==> src/rtl/imem_pkg.sv <==
// rtl/imem_pkg.sv - shared types and sizes for the instruction fetch controller
package imem_pkg;

    typedef enum logic [1:0] {
        ST_IDLE  = 2'd0,
        ST_FETCH = 2'd1,
        ST_HALT  = 2'd2
    } fetch_state_t;

    localparam int FIFO_DEPTH = 2;
    localparam int INST_W     = 32;
    localparam int PC_W       = 64;
    localparam int ENTRY_W    = PC_W + INST_W;
    localparam int CNT_W      = $clog2(FIFO_DEPTH + 1);

endpackage

==> src/rtl/fetch_fifo.sv <==
// rtl/fetch_fifo.sv - small synchronous FIFO with flush and occupancy count
module fetch_fifo #(
    parameter int DEPTH = 2,
    parameter int WIDTH = 96,
    parameter int CW    = $clog2(DEPTH + 1)
) (
    input  logic             clk,
    input  logic             reset_n,
    input  logic             push,
    input  logic             pop,
    input  logic             flush,
    input  logic [WIDTH-1:0] din,
    output logic [WIDTH-1:0] dout,
    output logic [CW-1:0]    count
);

    localparam int PW = (DEPTH > 1) ? $clog2(DEPTH) : 1;

    logic [WIDTH-1:0] mem [DEPTH];
    logic [PW-1:0]    wr_ptr;
    logic [PW-1:0]    rd_ptr;
    logic             do_push;
    logic             do_pop;

    // A push into a full FIFO is legal only when the head leaves in the same cycle.
    assign do_pop  = pop && (count != '0);
    assign do_push = push && ((count != CW'(DEPTH)) || do_pop);
    assign dout    = mem[rd_ptr];

    function automatic logic [PW-1:0] next_ptr(input logic [PW-1:0] p);
        return (p == PW'(DEPTH - 1)) ? '0 : p + PW'(1);
    endfunction

    always_ff @(posedge clk or negedge reset_n) begin
        if (!reset_n) begin
            for (int i = 0; i < DEPTH; i++) begin
                mem[i] <= '0;
            end
            wr_ptr <= '0;
            rd_ptr <= '0;
            count  <= '0;
        end else if (flush) begin
            wr_ptr <= '0;
            rd_ptr <= '0;
            count  <= '0;
        end else begin
            if (do_push) begin
                mem[wr_ptr] <= din;
                wr_ptr      <= next_ptr(wr_ptr);
            end
            if (do_pop) begin
                rd_ptr <= next_ptr(rd_ptr);
            end
            if (do_push && !do_pop) begin
                count <= count + CW'(1);
            end else if (do_pop && !do_push) begin
                count <= count - CW'(1);
            end
        end
    end

endmodule

==> src/rtl/imem_fetch_ctrl.sv <==
// rtl/imem_fetch_ctrl.sv - sequential instruction fetch with redirect, bounds fault and 2-deep queue
module imem_fetch_ctrl
    import imem_pkg::*;
#(
    parameter logic [63:0] RESET_PC   = 64'h0,
    parameter int          IMEM_BYTES = 96
) (
    input  logic               clk,
    input  logic               reset_n,
    output logic [PC_W-1:0]    Inst_Address,
    input  logic [INST_W-1:0]  Instruction,
    input  logic               redirect_valid,
    input  logic [PC_W-1:0]    redirect_pc,
    output logic               out_valid,
    input  logic               out_ready,
    output logic [INST_W-1:0]  out_inst,
    output logic [PC_W-1:0]    out_pc,
    output logic               fault
);

    // pc + 3 < IMEM_BYTES rewritten as pc < IMEM_BYTES - 3 so a wrapped pc cannot slip through.
    localparam logic [PC_W-1:0] PC_LIMIT = PC_W'(IMEM_BYTES - 3);

    fetch_state_t      state;
    logic [PC_W-1:0]   pc;
    logic [CNT_W-1:0]  count;
    logic [ENTRY_W-1:0] head;
    logic              pop;
    logic              space;
    logic              addr_ok;
    logic              push;

    assign Inst_Address = pc;
    assign out_valid    = (count != '0) && !redirect_valid;
    assign pop          = out_valid && out_ready;
    assign space        = (count != CNT_W'(FIFO_DEPTH)) || pop;
    assign addr_ok      = (pc[1:0] == 2'b00) && (pc < PC_LIMIT);
    assign push         = (state == ST_FETCH) && !redirect_valid && space && addr_ok;
    assign out_pc       = head[ENTRY_W-1:INST_W];
    assign out_inst     = head[INST_W-1:0];

    fetch_fifo #(
        .DEPTH (FIFO_DEPTH),
        .WIDTH (ENTRY_W),
        .CW    (CNT_W)
    ) u_fifo (
        .clk     (clk),
        .reset_n (reset_n),
        .push    (push),
        .pop     (pop),
        .flush   (redirect_valid),
        .din     ({pc, Instruction}),
        .dout    (head),
        .count   (count)
    );

    always_ff @(posedge clk or negedge reset_n) begin
        if (!reset_n) begin
            state <= ST_IDLE;
            pc    <= RESET_PC;
            fault <= 1'b0;
        end else begin
            case (state)
                ST_IDLE: begin
                    state <= ST_FETCH;
                    if (redirect_valid) pc <= redirect_pc;
                end
                ST_FETCH: begin
                    if (redirect_valid) begin
                        pc <= redirect_pc;
                    end else if (space && !addr_ok) begin
                        state <= ST_HALT;
                        fault <= 1'b1;
                    end else if (push) begin
                        pc <= pc + 64'd4;
                    end
                end
                ST_HALT: begin
                    if (redirect_valid) begin
                        state <= ST_FETCH;
                        fault <= 1'b0;
                        pc    <= redirect_pc;
                    end
                end
                default: state <= ST_IDLE;
            endcase
        end
    end

endmodule

==> config.mk <==
export PLATFORM = sky130hd
export DESIGN_NAME = imem_fetch_ctrl
export DESIGN_NICKNAME = d
export VERILOG_FILES = /design/src/rtl/imem_pkg.sv /design/src/rtl/fetch_fifo.sv /design/src/rtl/imem_fetch_ctrl.sv
export SDC_FILE = /design/constraint.sdc
export NUM_CORES = 1
export LEC_CHECK = 0
export ABC_AREA = 1
export BUFFER_PORTS_ARGS = -buffer_cell sky130_fd_sc_hd__buf_2
export CORE_ASPECT_RATIO = 0.5
export CORE_MARGIN = 2
export CORE_UTILIZATION = 29
export CTS_CLUSTER_DIAMETER = 100
export DETAILED_ROUTE_END_ITERATION = 12
export GPL_ROUTABILITY_DRIVEN = 0
export MAX_ROUTING_LAYER = met4
export SLEW_MARGIN = 20
export SYNTH_ARGS = -nofsm -noshare
export SYNTH_HDL_FRONTEND = slang
export SYNTH_SLANG_ARGS = --single-unit
==> constraint.sdc <==
create_clock -name clk -period 4.8 [get_ports clk]
set_clock_uncertainty 0.2 [all_clocks]
set_input_delay 1.44 -clock clk [delete_from_list [all_inputs] [get_ports clk]]
set_output_delay 1.44 -clock clk [all_outputs]
set_load 0.1 [all_outputs]
==> results.md <==
- Switching share of power: 56.87%
- Syn_nets: 1920
- WP buf/inv: 2
- Drt pass-1 iters: 5
- Worst hold path depth: 2
- Seq/Total Area, Yosys: 49.67%
- Via density: 4.529
- H-tree depth: 1
- R2r startpoint: Inst_Address[51]
- Setup crit end: out_pc[47]
- Max Cap Viol: 0
- Crit Path Class: flip-flop to output port
- EDFF count, synth: 0
- Clock power share: 21.2%
- Run status: completed
- I/O Pins: 262
- Vias in the first global route: 11537
- Skew-Pair Late Insertion Delay: 0.57 ns
- Fillers: 4869
- Most common cell in the netlist: nand2_1
- Row cnt: 55
- Area leader, netlist: dfrtp_1
- Total grt overflow: 0
- Cts bufs inserted: 27
- CP Max Fanout: 69
- Synthesis warning total: 0
- Pin count of the biggest net entering global routing: 92
- Synth top cells by count: nand2_1, nor2_1, dfrtp_1
- Clock sink count: 263
- Layout Nets: 2150
- Reg clk slew, reported paths: 0.07 ns
- TritonCTS clock tree: done
- Post-Synthesis Cells: 1819
- Yosys reg bits: 263
- Total power: 0.01079 W
- Die width: 306.3 µm
- Peak supply drop: 0.4440 mV
- Synth-to-Final Area Change: 21.21%
- Maximum buffer depth of the clock tree: 3
- Start point of the critical path: u_fifo.rd_ptr
- Slew Limit Fails: 0
- Synth Cell Area: 0.01325 mm²
- Psw: 0.006135 W
- Top cell type's share of synthesized area: 49.67%
- RSZ-0062 raised after global routing: no
- Layout cells sized above 1: 17.30%
- Post-route ant nets: 0
- Final setup viols: 0
- Worst rel slew slack: 43.61%
- Die Area: 0.04752 mm²
- Critical Path Sink Type: output port
- Pleak: 8.025 nW
- Critical Path Slowest Stage Cell: dfrtp_4
- Routed WL per cell: 14.74 µm
- R2R Path End: u_fifo.mem[100]
- Drt total wl: 39300 µm
- Final Util: 35.58%
- Worst Path Arrival: 2.57 ns
- Vias: 12078
- Crit-path cells: buf_4, nand2_1, o21ai_0, buf_2
- DIE HEIGHT: 155.1 µm
- Data required, critical path: 3.16 ns
- Pint: 0.004652 W
- Detailed placement HPWL: 28050 µm
- Worst Setup Start Kind: flip-flop
- Fin crit period: 4.209 ns
- Initial antenna violation count: 0
- R2R cell count: 9
- Postcts setup bufs: 0
- # DRC: 0
- Synth area leaders: dfrtp_1, nand2_1, nor2_1
- Post-CTS Resized: 0
- Post-synthesis cell type count: 32
- Stages on worst setup path: 4
- Worst path top cell family by delay: buffers and inverters
- Crit-path max cell delay: 0.83 ns
- N_diodes: 0
- Initial Utilization: 29.35%
- GR Util All Layers: 16.87%
- Syn avg cell area: 7.284 µm²
- Root buffer cell: clkbuf_16
- Final hold vios: 0
- Actual slew at the worst max-slew pin: 0.8449 ns
- Core area: 0.04514 mm²
- Fin crit share: 87.68%
- Setup TNS: 0 ns
- Maximum clock rate: 237.6 MHz
- First-pass GRT wire length: 62240 µm
- PD cells: 671.7 mW/mm²
- Top FF cell, synth: dfrtp_1
- Logic pwr share: 50.9%
- IO buf count: 261
- CTS Hold Bufs: 0
- Initial drt markers: 1022
- Hold crit path type: flip-flop to flip-flop
- R2R setup slack: 1.73 ns
- Sequential share of power: 27.9%
- Synth async-reset ratio: 100.0%
-- cell type report --
type / count / area (µm²) / share of cell area [%]
multi-input combinational: 1240 / 5386 / 33.54
sequential: 263 / 6585 / 41.00
tap: 598 / 748.2 / 4.659
clock buffer: 36 / 769.5 / 4.791
clock inverter: 13 / 188.9 / 1.176
timing repair buffer: 279 / 1489 / 9.271
inverter: 238 / 893.4 / 5.562
-- tightest hold or removal path, stage by stage (launching register included) --
cell	delay, ns
dfrtp_1	0.35
nand2_1	0.05
nand2_1	0.05
-- placed cells by master (no fill, tap or decap), types with 2 or more instances in the layout --
cell	instances
o22ai_1	3
nor2_1	308
inv_2	5
buf_4	15
or2_2	16
o21bai_1	2
clkinvlp_4	2
clkbuf_16	27
nand3_1	82
dfrtp_1	262
nand3_2	2
bufinv_16	4
nand2_1	508
inv_1	231
xnor2_1	2
buf_2	260
nand4_1	22
o211ai_1	3
a21oi_1	37
clkbuf_8	6
nor2_2	2
nor3_1	10
o21ai_1	5
clkbuf_1	3
nor2_4	5
buf_12	3
clkinv_2	5
o21ai_0	209
nand3b_1	8
xor2_1	11
clkinv_1	2
-- registers in the layout, summed over array words and instances, names as in the netlist --
register and count:
u_fifo.rd_ptr 1, state 2, u_fifo.mem 192, u_fifo.wr_ptr 1, u_fifo.count 2, Inst_Address 64, fault 1
-- power groups by stage --
stage	registers, W	clock network [W]	logic [W]
2_1_floorplan	0.00464	0	0.00281
3_3_place_gp	0.00305	0	0.00550
3_5_place_dp	0.00304	0	0.00551
4_1_cts	0.00301	0.00236	0.00552
5_1_grt	0.00307	0.00245	0.00579
6_report	0.00301	0.00229	0.00549
-- per-stage QoR --
step | instance area [µm²] | worst slack, ns | hold slack [ns] | std cells
after CTS | 16060 | 0.5209 | 0.2895 | 2667
after global placement | 15100 | 0.8324 | 0.2589 | 2618
after detailed placement | 15100 | 0.7523 | 0.2699 | 2618
final | 16060 | 0.5913 | 0.2815 | 2667
after floorplan | 13250 | 0.2482 | 0.2568 | 1819
after global routing | 16060 | 0.4020 | 0.3058 | 2667
-- how the worst min path moves through the flow --
stage               startpoint              end  slack (ns)
4_1_cts        u_fifo.mem[166]  u_fifo.mem[166]        0.29
6_report                 fault            fault        0.28
5_1_grt        u_fifo.mem[164]  u_fifo.mem[164]        0.31
3_3_place_gp             fault            fault        0.26
2_1_floorplan  u_fifo.mem[128]  u_fifo.mem[128]        0.26
3_5_place_dp             fault            fault        0.27
-- cell families (layout without fill, tap and decap cells) --
family / count (synthesis) / after routing / synth area share [%]
AND/OR/NAND/NOR: 966 / 966 / 29.68
adder cells (fa/ha/maj): 1 / 1 / 0.09441
buffers and inverters: 316 / 566 / 9.736
flip-flops: 263 / 263 / 49.67
XOR/XNOR: 13 / 13 / 0.8593
AO/OA/AOI/OAI: 260 / 260 / 9.962
-- per-layer routing --
layer,GRT usage [%],vias up,wire (µm),share of wire [%]
li1,-,6089,-,-
met5,-,-,0,0
met2,29.82,255,19740,50
met4,5.299,0,1238,3.2
met3,2.452,65,1606,4.1
met1,19.91,5669,16720,43
(Power assumes the default switching activity.)
